===== config.mk =====
export PLATFORM = sky130hd
export DESIGN_NAME = load_ext_ctrl
export DESIGN_NICKNAME = d
export VERILOG_FILES = /design/src/rtl/load_ext_ctrl.sv
export SDC_FILE = /design/constraint.sdc
export NUM_CORES = 1
export LEC_CHECK = 0
export CELL_PAD_IN_SITES_DETAIL_PLACEMENT = 0
export CELL_PAD_IN_SITES_GLOBAL_PLACEMENT = 1
export CORE_MARGIN = 5
export CORE_UTILIZATION = 42
export DETAILED_ROUTE_END_ITERATION = 7
export PLACE_DENSITY = 0.81
export SYNTH_ARGS = -nofsm -noshare
export SYNTH_HDL_FRONTEND = slang
export SYNTH_SLANG_ARGS = --single-unit

===== constraint.sdc =====
create_clock -name clk -period 5.55 [get_ports clk]
set_input_delay 1.11 -clock clk [delete_from_list [all_inputs] [get_ports clk]]
set_output_delay 1.11 -clock clk [all_outputs]
set_load 0.03 [all_outputs]

===== src/rtl/load_ext_ctrl.sv =====
// ---------------------------------------------------------------------------
// load_ext_ctrl
//
// Load-data formatter for the MEM/WB path. Takes a raw big-endian memory word
// plus access size, byte offset and signedness, shifts the addressed field to
// the top of the word (stage 1), then right-justifies it with zero or sign
// extension (stage 2) and presents it with its destination tag.
//
// Handshake (both sides): a transfer happens on a rising clock edge when
// valid and ready are both 1. A producer holds valid and its payload until the
// transfer; ready never depends combinationally on the same side's valid.
//
// Ports:
//   clk, rst          clock; asynchronous active-high reset
//   flush             synchronous kill of both pipeline stages
//   in_valid/in_ready request handshake
//   in_data           raw memory word, byte 0 is the MSB byte
//   in_off            byte offset within the word
//   in_size           0 byte, 1 half, 2 word, 3 dword
//   in_sext           1 sign-extend, 0 zero-extend
//   in_tag            destination tag carried with the data
//   out_valid/out_ready result handshake
//   out_data, out_tag result and its tag (held stable under backpressure)
//   out_err           misaligned or illegal-size access (out_data forced to 0)
//   err_cnt           saturating count of transferred error results
//
// Build option: define LOAD_EXT_ERRCNT_EN to implement err_cnt; otherwise it
// is tied to zero.
// ---------------------------------------------------------------------------
module load_ext_ctrl #(
    parameter int DATA_W = 64,
    parameter int TAG_W  = 5
) (
    input  logic                          clk,
    input  logic                          rst,
    input  logic                          flush,
    input  logic                          in_valid,
    output logic                          in_ready,
    input  logic [DATA_W-1:0]             in_data,
    input  logic [$clog2(DATA_W/8)-1:0]   in_off,
    input  logic [1:0]                    in_size,
    input  logic                          in_sext,
    input  logic [TAG_W-1:0]              in_tag,
    output logic                          out_valid,
    input  logic                          out_ready,
    output logic [DATA_W-1:0]             out_data,
    output logic [TAG_W-1:0]              out_tag,
    output logic                          out_err,
    output logic [15:0]                   err_cnt
);

    // Stage 1 (align) registers
    logic              s1_valid;
    logic [DATA_W-1:0] s1_aligned;
    logic [1:0]        s1_size;
    logic              s1_sext;
    logic [TAG_W-1:0]  s1_tag;
    logic              s1_err;

    // Stage 2 valid; the stage 2 payload registers are the outputs themselves
    logic              s2_valid;

    // Goes high on the first clock edge after reset release so that in_ready
    // stays low while the block is held in reset.
    logic              rst_done;

    logic              s2_adv;
    logic [DATA_W-1:0] in_aligned;
    logic              in_err;
    logic [2:0]        off_ext;
    logic [2:0]        align_mask;

    logic [6:0]        ext_shamt;
    logic [DATA_W-1:0] ext_mask;
    logic [DATA_W-1:0] ext_field;
    logic [DATA_W-1:0] ext_data;

    assign s2_adv    = !s2_valid || out_ready;
    assign in_ready  = rst_done && (!s1_valid || s2_adv);
    assign out_valid = s2_valid;

    // Stage 1: move the addressed bytes to the top of the word and check
    // natural alignment (offset must be a multiple of the access size).
    always_comb begin
        off_ext    = 3'(in_off);
        align_mask = 3'b000;
        case (in_size)
            2'd0:    align_mask = 3'b000;
            2'd1:    align_mask = 3'b001;
            2'd2:    align_mask = 3'b011;
            default: align_mask = 3'b111;
        endcase
        in_err     = (|(off_ext & align_mask)) || ((in_size == 2'd3) && (DATA_W == 32));
        in_aligned = in_data << {in_off, 3'b000};
    end

    // Stage 2: the field sits in the top S bits; shift it down, mask it, and
    // fill the upper bits with its MSB when sign-extending. For a full-width
    // access the mask is all ones, so ~mask is zero and the data passes through.
    always_comb begin
        ext_shamt = 7'd0;
        ext_mask  = '1;
        case (s1_size)
            2'd0: begin
                ext_shamt = 7'(DATA_W - 8);
                ext_mask  = DATA_W'(64'h0000_0000_0000_00FF);
            end
            2'd1: begin
                ext_shamt = 7'(DATA_W - 16);
                ext_mask  = DATA_W'(64'h0000_0000_0000_FFFF);
            end
            2'd2: begin
                ext_shamt = 7'(DATA_W - 32);
                ext_mask  = DATA_W'(64'h0000_0000_FFFF_FFFF);
            end
            default: begin
                ext_shamt = 7'd0;
                ext_mask  = '1;
            end
        endcase
        ext_field = (s1_aligned >> ext_shamt) & ext_mask;
        ext_data  = ext_field | ((s1_sext && s1_aligned[DATA_W-1]) ? ~ext_mask : '0);
        if (s1_err) begin
            ext_data = '0;
        end
    end

    always_ff @(posedge clk or posedge rst) begin
        if (rst) begin
            rst_done <= 1'b0;
        end else begin
            rst_done <= 1'b1;
        end
    end

    always_ff @(posedge clk or posedge rst) begin
        if (rst) begin
            s1_valid   <= 1'b0;
            s1_aligned <= '0;
            s1_size    <= 2'd0;
            s1_sext    <= 1'b0;
            s1_tag     <= '0;
            s1_err     <= 1'b0;
        end else if (flush) begin
            // An input offered during flush is dropped even though in_ready is 1.
            s1_valid <= 1'b0;
        end else if (in_ready) begin
            s1_valid <= in_valid;
            if (in_valid) begin
                s1_aligned <= in_aligned;
                s1_size    <= in_size;
                s1_sext    <= in_sext;
                s1_tag     <= in_tag;
                s1_err     <= in_err;
            end
        end
    end

    always_ff @(posedge clk or posedge rst) begin
        if (rst) begin
            s2_valid <= 1'b0;
            out_data <= '0;
            out_tag  <= '0;
            out_err  <= 1'b0;
        end else if (flush) begin
            s2_valid <= 1'b0;
        end else if (s2_adv) begin
            s2_valid <= s1_valid;
            if (s1_valid) begin
                out_data <= ext_data;
                out_tag  <= s1_tag;
                out_err  <= s1_err;
            end
        end
    end

`ifdef LOAD_EXT_ERRCNT_EN
    // Counts transferred error results; flush does not clear it.
    logic [15:0] err_cnt_q;

    always_ff @(posedge clk or posedge rst) begin
        if (rst) begin
            err_cnt_q <= 16'd0;
        end else if (out_valid && out_ready && out_err && (err_cnt_q != 16'hFFFF)) begin
            err_cnt_q <= err_cnt_q + 16'd1;
        end
    end

    assign err_cnt = err_cnt_q;
`else
    assign err_cnt = 16'd0;
`endif

endmodule


==> results.json <==
{
  "grt_max_degree": 74,
  "async_reset_ff_share_pct": 100,
  "ios": 168,
  "avgSynthCellArea_sq_um": 11.5,
  "vias": 6840,
  "setup_ws_ns": 1.48,
  "synth_edf_count": 0,
  "cts_max_level": 4,
  "tns_ns": 0,
  "whs_path_depth": 1,
  "die_x_microns": 153,
  "areaGrowthSynthToFinish_pct": 24.7,
  "ctsResizeCount": 0,
  "initial_core_util_pct": 42.5,
  "cts_hold_buffers": 0,
  "leakagePower_nw": 4.47,
  "firstDrtPassIters": 6,
  "cpLargestDelayFamily": "buffers and inverters",
  "peakVddDrop_v": 0.000192,
  "final_layout_size_suffix_gt1_share_pct": 17.8,
  "worst-setup-path-type": "primary input to output pin",
  "worst-path-buf-inv": 3,
  "max_cap_violations": 0,
  "p_per_area_nw_per_um2": 366,
  "clk_pin_slew_ns": 0.06,
  "wl_per_cell_microns": 23.7,
  "grt_pass1_vias": 6873,
  "dieArea_sq_um": 23300,
  "fin_crit_sh_pct": 73.3,
  "r2r_setup_slack_ns": 2.77,
  "finalNetCount": 922,
  "clk_root_buffer_cell": "clkbuf_16",
  "grt_pass1_wl_microns": 41500,
  "multi_input_area_sq_um": 4390,
  "cts_buffers": 17,
  "crit_arrival_ns": 2.96,
  "dp_hpwl_microns": 19000,
  "fmax_ghz": 0.246,
  "met2_usage_pct": 33.4,
  "final_antenna_net_count": 0,
  "fin_area_sq_um": 10700,
  "slowest_stage": "clkdlybuf4s50_1",
  "synth_seq_cells": 146,
  "drv_slew": 0,
  "synth_warnings": 0,
  "layout_common_cells": "clkdlybuf4s50_1, dfrtp_1, o31ai_1",
  "core_sq_um": 20200,
  "required_ns": 4.44,
  "synth_cell_type_count": 46,
  "antenna_found_initial": 0,
  "portBuffers": 151,
  "insertion_delay_ns": 0.42,
  "top_usage_layer": "met2",
  "filler_cell_count": 1806,
  "placed_area_sq_um": 10000,
  "cts_buffer_depth": 2,
  "layout_commonest_cell": "clkdlybuf4s50_1",
  "min_path_type": "flip-flop to flip-flop",
  "hold_viol": 0,
  "rsz0062_at_grt": "false",
  "worstMarginPinSlew_ns": 1.12,
  "worstSetupStartpointType": "primary input",
  "synth-seq-area-share_pct": 42.7,
  "fin_crit_ns": 4.07,
  "crit_fanout": 42,
  "num_rows": 52,
  "min_from": "s1_tag[0]$_DFFE_PP0P_",
  "drtIter0Drc": 659,
  "grt-ovfl-total": 0,
  "place.gp.congestion": 0.859,
  "skew_ns": 0.00839,
  "drc": 0,
  "grtUsageMet1_pct": 32.3,
  "syn-instance-count": 742,
  "min_to": "s1_tag[0]$_DFFE_PP0P_",
  "cts_sinks": 146,
  "vias_per_cell": 6.08,
  "post_cts_buffers": 0,
  "setup_viol": 0,
  "r2r-end": "s1_aligned[11]$_DFFE_PP0P_",
  "relSlewSlack_pct": 24.6,
  "met3_usage_pct": 5.62,
  "synth_ff_type": "dfrtp_1",
  "cp-end-kind": "output pin",
  "critical_path.max_stage_delay_ns": 0.70,
  "cts_tree": "built",
  "grtUsageTotal_pct": 22.6,
  "path_cells": "clkdlybuf4s50_1, and3b_1, buf_4, nor2_1, clkdlybuf4s50_1",
  "reg2reg_depth": 5,
  "antenna_cells": 0,
  "dp_slack_ns": 1.50,
  "drt-total-wl_microns": 26600,
  "syn_area_sq_um": 8560,
  "r2r_start": "rst_done$_DFF_PP0_",
  "dieHeight_microns": 153,
  "cp_common_cell": "clkdlybuf4s50_1",
  "seq_area_sq_um": 3650,
  "status": "finished, final reports clean"
}
[worst register-to-register path: stages (launching register included)]
cell	delay, ns
dfrtp_1	0.80
inv_1	0.19
buf_4	0.32
nor3_4	0.57
buf_4	0.40
mux2_2	0.38
[where the power goes]
part	total (mW)	leakage [nW]	internal (mW)	switching, mW
logic	1.22	2.27	0.563	0.652
clock network	1.24	0.307	0.778	0.457
registers	1.46	1.89	1.26	0.197
total	3.91	4.47	2.60	1.31
[Yosys cell counts, types with 7 or more instances]
master     instances  area (sq um)
o21ai_0           17          85.1
a22o_1            16           140
dfrtp_1          146          3650
a211oi_1          16           120
mux4_2            24           541
mux2_1             9           101
o22a_1             7          61.3
nor2b_1           10          62.6
mux2_2            69           777
o2bb2ai_1         31           272
o2111ai_1          7          61.3
a22oi_1            8          60.1
nor2_1            19          71.3
mux2i_1           79           791
o22ai_1           32           200
nand2_1           11          41.3
o31ai_1           80           601
and2_1             7          43.8
buf_4             26           195
buf_2             21           105
a31oi_1           11          68.8
clkbuf_1          40           150
a21oi_1           10          50.1
[per-layer routing]
layer  vias to the layer above  part of all wire, %
met5                         -                    0
met4                         0                  3.5
met3                        47                  8.4
met2                       348                   44
met1                      3388                   44
li1                       3057                    -
[layout make-up]
class,count,share of cell area [%]
multi-input cells,504,41.1
well taps,270,3.17
flip-flops and latches,146,34.2
clock buffers,20,4.28
repair buffers,168,15.3
clock inverters,12,1.69
inverters,5,0.223
[how the worst max path moves through the flow]
| stage | start | end | cells past startpoint |
|---|---|---|---|
| finish | out_ready | in_ready | 5 |
| global route | out_ready | in_ready | 5 |
| CTS | out_ready | in_ready | 5 |
| detailed placement | out_ready | in_ready | 5 |
| global placement | out_ready | in_ready | 5 |
| floorplan | rst | out_data[0]$_DFFE_PP0P_ | 1 |
[per-stage QoR]
step	total power [mW]	utilization [%]	cells	hold slack, ns
2_1_floorplan	2.21	-	757	0.454
5_1_grt	4.07	52.9	1125	0.494
3_3_place_gp	2.67	49.8	1093	0.464
4_1_cts	3.92	52.9	1125	0.490
6_report	3.91	52.9	1125	0.482
3_5_place_dp	2.69	49.8	1093	0.474
[kinds of logic after synthesis]
group | count (synthesis) | share of synthesized area [%]
DFF | 146 | 42.7
other | 2 | 0.0877
buffers and inverters | 107 | 6.71
and+or+nand+nor | 64 | 4.05
muxes | 181 | 25.8
AOI/OAI and AO/OA | 242 | 20.7
[flip-flops by register name (all words and copies together), names as in the netlist]
name / flops
out_data: 64
out_err: 1
out_tag: 5
out_valid: 1
rst_done: 1
s1_aligned: 64
s1_err: 1
s1_sext: 1
s1_size: 2
s1_tag: 5
s1_valid: 1
(Power assumes the default switching activity.)
